===== config.mk =====
export PLATFORM = sky130hd
export DESIGN_NAME = if_id_reg_flat
export DESIGN_NICKNAME = d
export VERILOG_FILES = /design/src/rtl/if_id_reg_if.sv /design/src/rtl/if_id_reg.sv /design/src/flat_wrapper.sv
export SDC_FILE = /design/constraint.sdc
export NUM_CORES = 1
export LEC_CHECK = 0
export ABC_AREA = 1
export CORE_ASPECT_RATIO = 1.5
export CORE_MARGIN = 4
export CORE_UTILIZATION = 30
export CTS_CLUSTER_SIZE = 14
export DETAILED_ROUTE_END_ITERATION = 8
export HOLD_SLACK_MARGIN = 0.15
export SYNTH_ARGS = -nofsm -noshare
export SYNTH_HDL_FRONTEND = slang
export SYNTH_SLANG_ARGS = --single-unit

===== constraint.sdc =====
create_clock -name clk_i -period 3.15 [get_ports clk_i]
set_input_delay 0.315 -clock clk_i [delete_from_list [all_inputs] [get_ports clk_i]]
set_output_delay 0.315 -clock clk_i [all_outputs]
set_load 0.03 [all_outputs]

===== src/rtl/if_id_reg_if.sv =====
// IF/ID register bundle: fetch-side inputs and the registered slot it presents
// Ports: start/pc/inst/write/flush in; pc/inst/rs/rt/rd/valid/counters out
interface if_id_reg_if #(
   parameter int CNT_W = 16
);
   logic             start_i;
   logic [31:0]      pc_i;
   logic [31:0]      inst_i;
   logic             write_i;
   logic             flush_i;
   logic [31:0]      pc_o;
   logic [31:0]      inst_o;
   logic [4:0]       rs_o;
   logic [4:0]       rt_o;
   logic [4:0]       rd_o;
   logic             valid_o;
   logic [CNT_W-1:0] stall_cnt_o;
   logic [CNT_W-1:0] flush_cnt_o;

   // upstream side: IF stage plus hazard unit, consumes the slot
   modport master (
      output start_i, pc_i, inst_i, write_i, flush_i,
      input  pc_o, inst_o, rs_o, rt_o, rd_o, valid_o,
      input  stall_cnt_o, flush_cnt_o
   );

   // the pipeline register itself
   modport slave (
      input  start_i, pc_i, inst_i, write_i, flush_i,
      output pc_o, inst_o, rs_o, rt_o, rd_o, valid_o,
      output stall_cnt_o, flush_cnt_o
   );
endinterface


===== src/rtl/if_id_reg.sv =====
// IF/ID pipeline register: load / stall-hold / flush-bubble, saturating counters
// Ports: clk_i, rst_i (async active-low), bus (if_id_reg_if.slave)
module if_id_reg #(
   parameter int CNT_W = 16
) (
   input  logic         clk_i,
   input  logic         rst_i,
   if_id_reg_if.slave   bus
);

   typedef enum logic {
      IDLE = 1'b0,
      RUN  = 1'b1
   } state_e;

   localparam logic [CNT_W-1:0] CNT_MAX = '1;
   localparam logic [CNT_W-1:0] CNT_ONE = CNT_W'(1);

   state_e           state_q, state_d;
   logic [31:0]      pc_q, pc_d;
   logic [31:0]      inst_q, inst_d;
   logic             valid_q, valid_d;
   logic [CNT_W-1:0] stall_cnt_q, stall_cnt_d;
   logic [CNT_W-1:0] flush_cnt_q, flush_cnt_d;

   always_comb begin
      state_d     = state_q;
      pc_d        = pc_q;
      inst_d      = inst_q;
      valid_d     = valid_q;
      stall_cnt_d = stall_cnt_q;
      flush_cnt_d = flush_cnt_q;
      unique case (state_q)
         IDLE: begin
            // the edge entering RUN only arms the pipeline, it loads nothing
            if (bus.start_i) begin
               state_d = RUN;
            end
         end
         RUN: begin
            if (!bus.start_i) begin
               // stopping freezes the slot on this same edge
               state_d = IDLE;
            end else if (bus.flush_i) begin
               // flush wins over a simultaneous stall; only flushes count
               pc_d    = bus.pc_i;
               inst_d  = 32'h0000_0000;
               valid_d = 1'b0;
               if (flush_cnt_q != CNT_MAX) begin
                  flush_cnt_d = flush_cnt_q + CNT_ONE;
               end
            end else if (!bus.write_i) begin
               if (stall_cnt_q != CNT_MAX) begin
                  stall_cnt_d = stall_cnt_q + CNT_ONE;
               end
            end else begin
               pc_d    = bus.pc_i;
               inst_d  = bus.inst_i;
               valid_d = 1'b1;
            end
         end
         default: begin
            state_d = IDLE;
         end
      endcase
   end

   always_ff @(posedge clk_i or negedge rst_i) begin
      if (!rst_i) begin
         state_q     <= IDLE;
         pc_q        <= '0;
         inst_q      <= '0;
         valid_q     <= 1'b0;
         stall_cnt_q <= '0;
         flush_cnt_q <= '0;
      end else begin
         state_q     <= state_d;
         pc_q        <= pc_d;
         inst_q      <= inst_d;
         valid_q     <= valid_d;
         stall_cnt_q <= stall_cnt_d;
         flush_cnt_q <= flush_cnt_d;
      end
   end

   assign bus.pc_o        = pc_q;
   assign bus.inst_o      = inst_q;
   assign bus.valid_o     = valid_q;
   assign bus.stall_cnt_o = stall_cnt_q;
   assign bus.flush_cnt_o = flush_cnt_q;

   // register-specifier fields feed the hazard unit and register file
   assign bus.rs_o = inst_q[25:21];
   assign bus.rt_o = inst_q[20:16];
   assign bus.rd_o = inst_q[15:11];

endmodule


===== src/flat_wrapper.sv =====
// flat-port wrapper written by rule: the top's interface ports become plain ports
module if_id_reg_flat 
#(
   parameter int CNT_W = 16
)
  (clk_i, rst_i, bus_start_i, bus_pc_i, bus_inst_i, bus_write_i, bus_flush_i, bus_pc_o, bus_inst_o, bus_rs_o, bus_rt_o, bus_rd_o, bus_valid_o, bus_stall_cnt_o, bus_flush_cnt_o);
  if_id_reg_if #(.CNT_W(CNT_W)) bus_i ();
  input  logic clk_i;
  input  logic rst_i;
  input wire logic [$bits(bus_i.start_i)-1:0] bus_start_i;
  input wire logic [$bits(bus_i.pc_i)-1:0] bus_pc_i;
  input wire logic [$bits(bus_i.inst_i)-1:0] bus_inst_i;
  input wire logic [$bits(bus_i.write_i)-1:0] bus_write_i;
  input wire logic [$bits(bus_i.flush_i)-1:0] bus_flush_i;
  output wire logic [$bits(bus_i.pc_o)-1:0] bus_pc_o;
  output wire logic [$bits(bus_i.inst_o)-1:0] bus_inst_o;
  output wire logic [$bits(bus_i.rs_o)-1:0] bus_rs_o;
  output wire logic [$bits(bus_i.rt_o)-1:0] bus_rt_o;
  output wire logic [$bits(bus_i.rd_o)-1:0] bus_rd_o;
  output wire logic [$bits(bus_i.valid_o)-1:0] bus_valid_o;
  output wire logic [$bits(bus_i.stall_cnt_o)-1:0] bus_stall_cnt_o;
  output wire logic [$bits(bus_i.flush_cnt_o)-1:0] bus_flush_cnt_o;
  assign bus_i.start_i = bus_start_i;
  assign bus_i.pc_i = bus_pc_i;
  assign bus_i.inst_i = bus_inst_i;
  assign bus_i.write_i = bus_write_i;
  assign bus_i.flush_i = bus_flush_i;
  assign bus_pc_o = bus_i.pc_o;
  assign bus_inst_o = bus_i.inst_o;
  assign bus_rs_o = bus_i.rs_o;
  assign bus_rt_o = bus_i.rt_o;
  assign bus_rd_o = bus_i.rd_o;
  assign bus_valid_o = bus_i.valid_o;
  assign bus_stall_cnt_o = bus_i.stall_cnt_o;
  assign bus_flush_cnt_o = bus_i.flush_cnt_o;
  if_id_reg #(.CNT_W(CNT_W)) u_core (.clk_i(clk_i), .rst_i(rst_i), .bus(bus_i));
endmodule

==> flow_metrics.env <==
export IMPL_numPlacedInstances=948
export IMPL_setup_slack_placement_ns=0.902
export IMPL_antenna_found_initial=0
export IMPL_cts_sinks=98
export IMPL_synth_most_common_cell="nand2_1"
export IMPL_final_core_area_utilization=0.452
export IMPL_ys_ff_latch=98
export IMPL_power_leakage_nw=3.26
export IMPL_cts_inserted_buffers=9
export IMPL_floorplan_initialDensity=0.309
export IMPL_cp_data_arrival_time_ns=2.33
export IMPL_net_switching_power_mw=1.23
export IMPL_timing_critical_path_fanout_max=23
export IMPL_synth_fp_nets=669
export IMPL_chipHeight_um=162
export IMPL_pwr_dens_mw_per_mm2=548
export IMPL_setup_ws_ns=1.06
export IMPL_relSlewSlack=0.444
export IMPL_syn_inst=598
export IMPL_met1_track_utilization_from_global_routing=0.161
export IMPL_critical_path_class="flop to flop"
export IMPL_crit_top_cell="nand2_1"
export IMPL_synth_seq_area_share=0.520
export IMPL_setup_violations_final=0
export IMPL_place_hpwl_mm=9.75
export IMPL_grt_met2_usage=0.270
export IMPL_worst_clock_skew_ns=0.00686
export IMPL_routed_wl_mm=13.1
export IMPL_grt_max_degree=66
export IMPL_placeableCoreArea_sq_mm=0.0153
export IMPL_post_synth_cell_area_avg_sq_um=7.89
export IMPL_status="complete, no violations"
export IMPL_drtPass1Iterations=5
export IMPL_clockPowerShare=0.307
export IMPL_min_period_ns=2.09
export IMPL_clock_pin_slew_of_the_registers_on_the_worst_case_setup_and_hold_paths_ns=0.06
export IMPL_combPwrFrac=0.290
export IMPL_antenna_cells_inserted=0
export IMPL_synthesis_area_sq_mm=0.00472
export IMPL_dr_total_vias=4257
export IMPL_number_of_antenna_violating_nets_in_the_routed_design=0
export IMPL_timing_hold_ws_ns=0.470
export IMPL_gr_max_usage_layer="met2"
export IMPL_post_route_period_util=0.665
export IMPL_cell_internal_pwr_mw=2.56
export IMPL_ys_warnings_count=0
export IMPL_route_detailed_wl_per_inst_um=13.6
export IMPL_grt_first_pass_wirelength_mm=21.2
export IMPL_area_growth_pct=46.4
export IMPL_nets=832
export IMPL_die_area_sq_mm=0.0178
export IMPL_cts_max_level=3
export IMPL_yosysUniqueCellTypes=21
export IMPL_grt_met3_usage=0.0276
export IMPL_drive_above_1_share=0.0719
export IMPL_swShare=0.324
export IMPL_timing_max_transition_violations_final=0
export IMPL_post_synth_edffs=0
export IMPL_timing_fmax_mhz=478
export IMPL_synth_top_flop_cell="dfrtp_1"
export IMPL_worst_ep_required_time_ns=3.39
export IMPL_timing_hold_violations_final=0
export IMPL_final_cells=964
export IMPL_track_usage=0.150
export IMPL_total_power_mw=3.79
export IMPL_max_slew_worst_pin_slew_ns=0.834
export IMPL_total_overflow_reported_by_the_global_router=0
export IMPL_insertion_delay_ns=0.35
export IMPL_peak_supply_drop_mv=0.265
export IMPL_slowest_delay_ns=0.64
export IMPL_rsz0062_at_grt="false"
export IMPL_worst_setup_path_start_kind="flop"
export IMPL_critPathCaptureType="flop"
export IMPL_via_per_inst=4.42
export IMPL_stdcell_area_sq_mm=0.00691
export IMPL_top_level_ports=181
export IMPL_async_reset_ff_frac=1.00
export IMPL_dr_first_iter_drc_count=116
export IMPL_placement_cell_area_sq_mm=0.00659
export IMPL_buffer_ports_inserted=180
export IMPL_critical_path_slowest_cell="nor2_2"
export IMPL_synthTopCellsByArea="dfrtp_1, nand2_1, inv_1"
export IMPL_synth_top_area_frac=0.520
export IMPL_die_width_um=110
export IMPL_path_class_of_the_lowest_slack_min_delay_path="flop to flop"
export IMPL_tritoncts="yes"
export IMPL_yosysTopAreaCell="dfrtp_1"
export IMPL_drc=0
export IMPL_root_buffer="clkbuf_16"
export IMPL_worstPathCellList="ha_1 -> nand2_1 -> nor2_2 -> nand2_1 -> nor2_1 -> nor2_2 -> nand2_1 -> nand2_1 -> nand2_1"
export IMPL_synth_commonest_cells="nand2_1, dfrtp_1, inv_1"
export IMPL_max_clock_path_buffers=2
export IMPL_vias_in_the_first_global_route=4355
export IMPL_fin_setup_tns_ns=0
export IMPL_pwr_share_seq=0.403
export IMPL_post_cts_buffers=0
export IMPL_max_cap_violations=0
export IMPL_std_cell_rows=55
export IMPL_gp_congestion=0.799
## sequential cells by signal (all words and copies together), names as in the netlist
register and flops:
u_core.bus.stall_cnt_o 16, u_core.state_q 1, u_core.bus.pc_o 32, u_core.bus.flush_cnt_o 16, u_core.bus.inst_o 32, u_core.bus.valid_o 1
## timing repair
| item | in CTS | in global routing |
|---|---|---|
| gates resized for setup | 0 | 0 |
| hold buffers | 1 | 0 |
| hold endpoints to repair | 45 | 0 |
## cell families (layout without fill, tap and decap cells)
kind of cell,Yosys count,count (layout),synth area share
adder cells (fa/ha/maj),2,2,0.00530
XOR/XNOR,5,5,0.00928
flip-flops,98,98,0.520
AND/OR/NAND/NOR,358,358,0.305
buffers and inverters,103,270,0.103
AO/OA/AOI/OAI,32,32,0.0570
## layout make-up
cell class                 instances  area (sq um)
tap                              199           249
clock inverter                     5          80.1
inverter                          69           259
multi-input combinational        397          1780
clock buffer                      10           229
sequential                        98          2450
fill                            1523          8370
timing repair buffer             186          1860
## path summary, 6_finish.rpt
path / from / cells after the start / slack (ns) / endpoint
worst min-delay path: u_core.bus.pc_o[24] / 2 / 0.47 / u_core.bus.pc_o[24]
min in group asynchronous: rst_i / 2 / 0.53 / u_core.bus.stall_cnt_o[1]
max in group asynchronous: rst_i / 3 / 1.89 / u_core.bus.inst_o[21]
worst max register to register: u_core.bus.stall_cnt_o[0] / 9 / 1.06 / u_core.bus.stall_cnt_o[12]
worst max-delay path: u_core.bus.stall_cnt_o[0] / 9 / 1.06 / u_core.bus.stall_cnt_o[12]
worst min register to register: u_core.bus.pc_o[24] / 2 / 0.47 / u_core.bus.pc_o[24]
## metal layers
metal / vias up / routed length [um]
met5: - / 0
met4: 0 / 491
met3: 28 / 778
met2: 127 / 7130
met1: 1976 / 4740
li1: 2126 / -
## worst max-delay path: cells and delay by family, from the launching register on
kind	cells	cell delay (ns)
fa+ha+maj	1	0.26
flops	1	0.41
simple gates	8	1.29
## power by group through the flow
stage          logic (mW)  clock network (mW)  registers [mW]
2_1_floorplan       0.316                   0            1.83
3_3_place_gp         1.10                   0            1.54
3_5_place_dp         1.11                   0            1.55
4_1_cts              1.12                1.20            1.53
5_1_grt              1.18                1.25            1.55
6_report             1.10                1.16            1.53
## placed cells by master (no fill, tap or decap)
cell	synthesis	layout
buf_12	0	1
buf_4	18	5
bufinv_16	0	2
clkbuf_1	1	1
clkbuf_16	0	9
clkdlybuf4s50_1	0	179
clkinv_2	0	1
clkinvlp_4	0	2
dfrtp_1	98	98
dlygate4sd3_1	0	1
ha_1	2	2
inv_1	68	68
inv_2	1	1
nand2_1	262	262
nand3_1	48	48
nand3b_1	2	2
nand4_1	3	3
nor2_1	36	36
nor2_2	3	3
nor2_4	1	1
nor3_1	2	2
o21ai_0	3	3
o21ai_2	29	29
or2_4	1	1
xor2_1	5	5
Note: power is estimated with default switching activity, not from simulation.
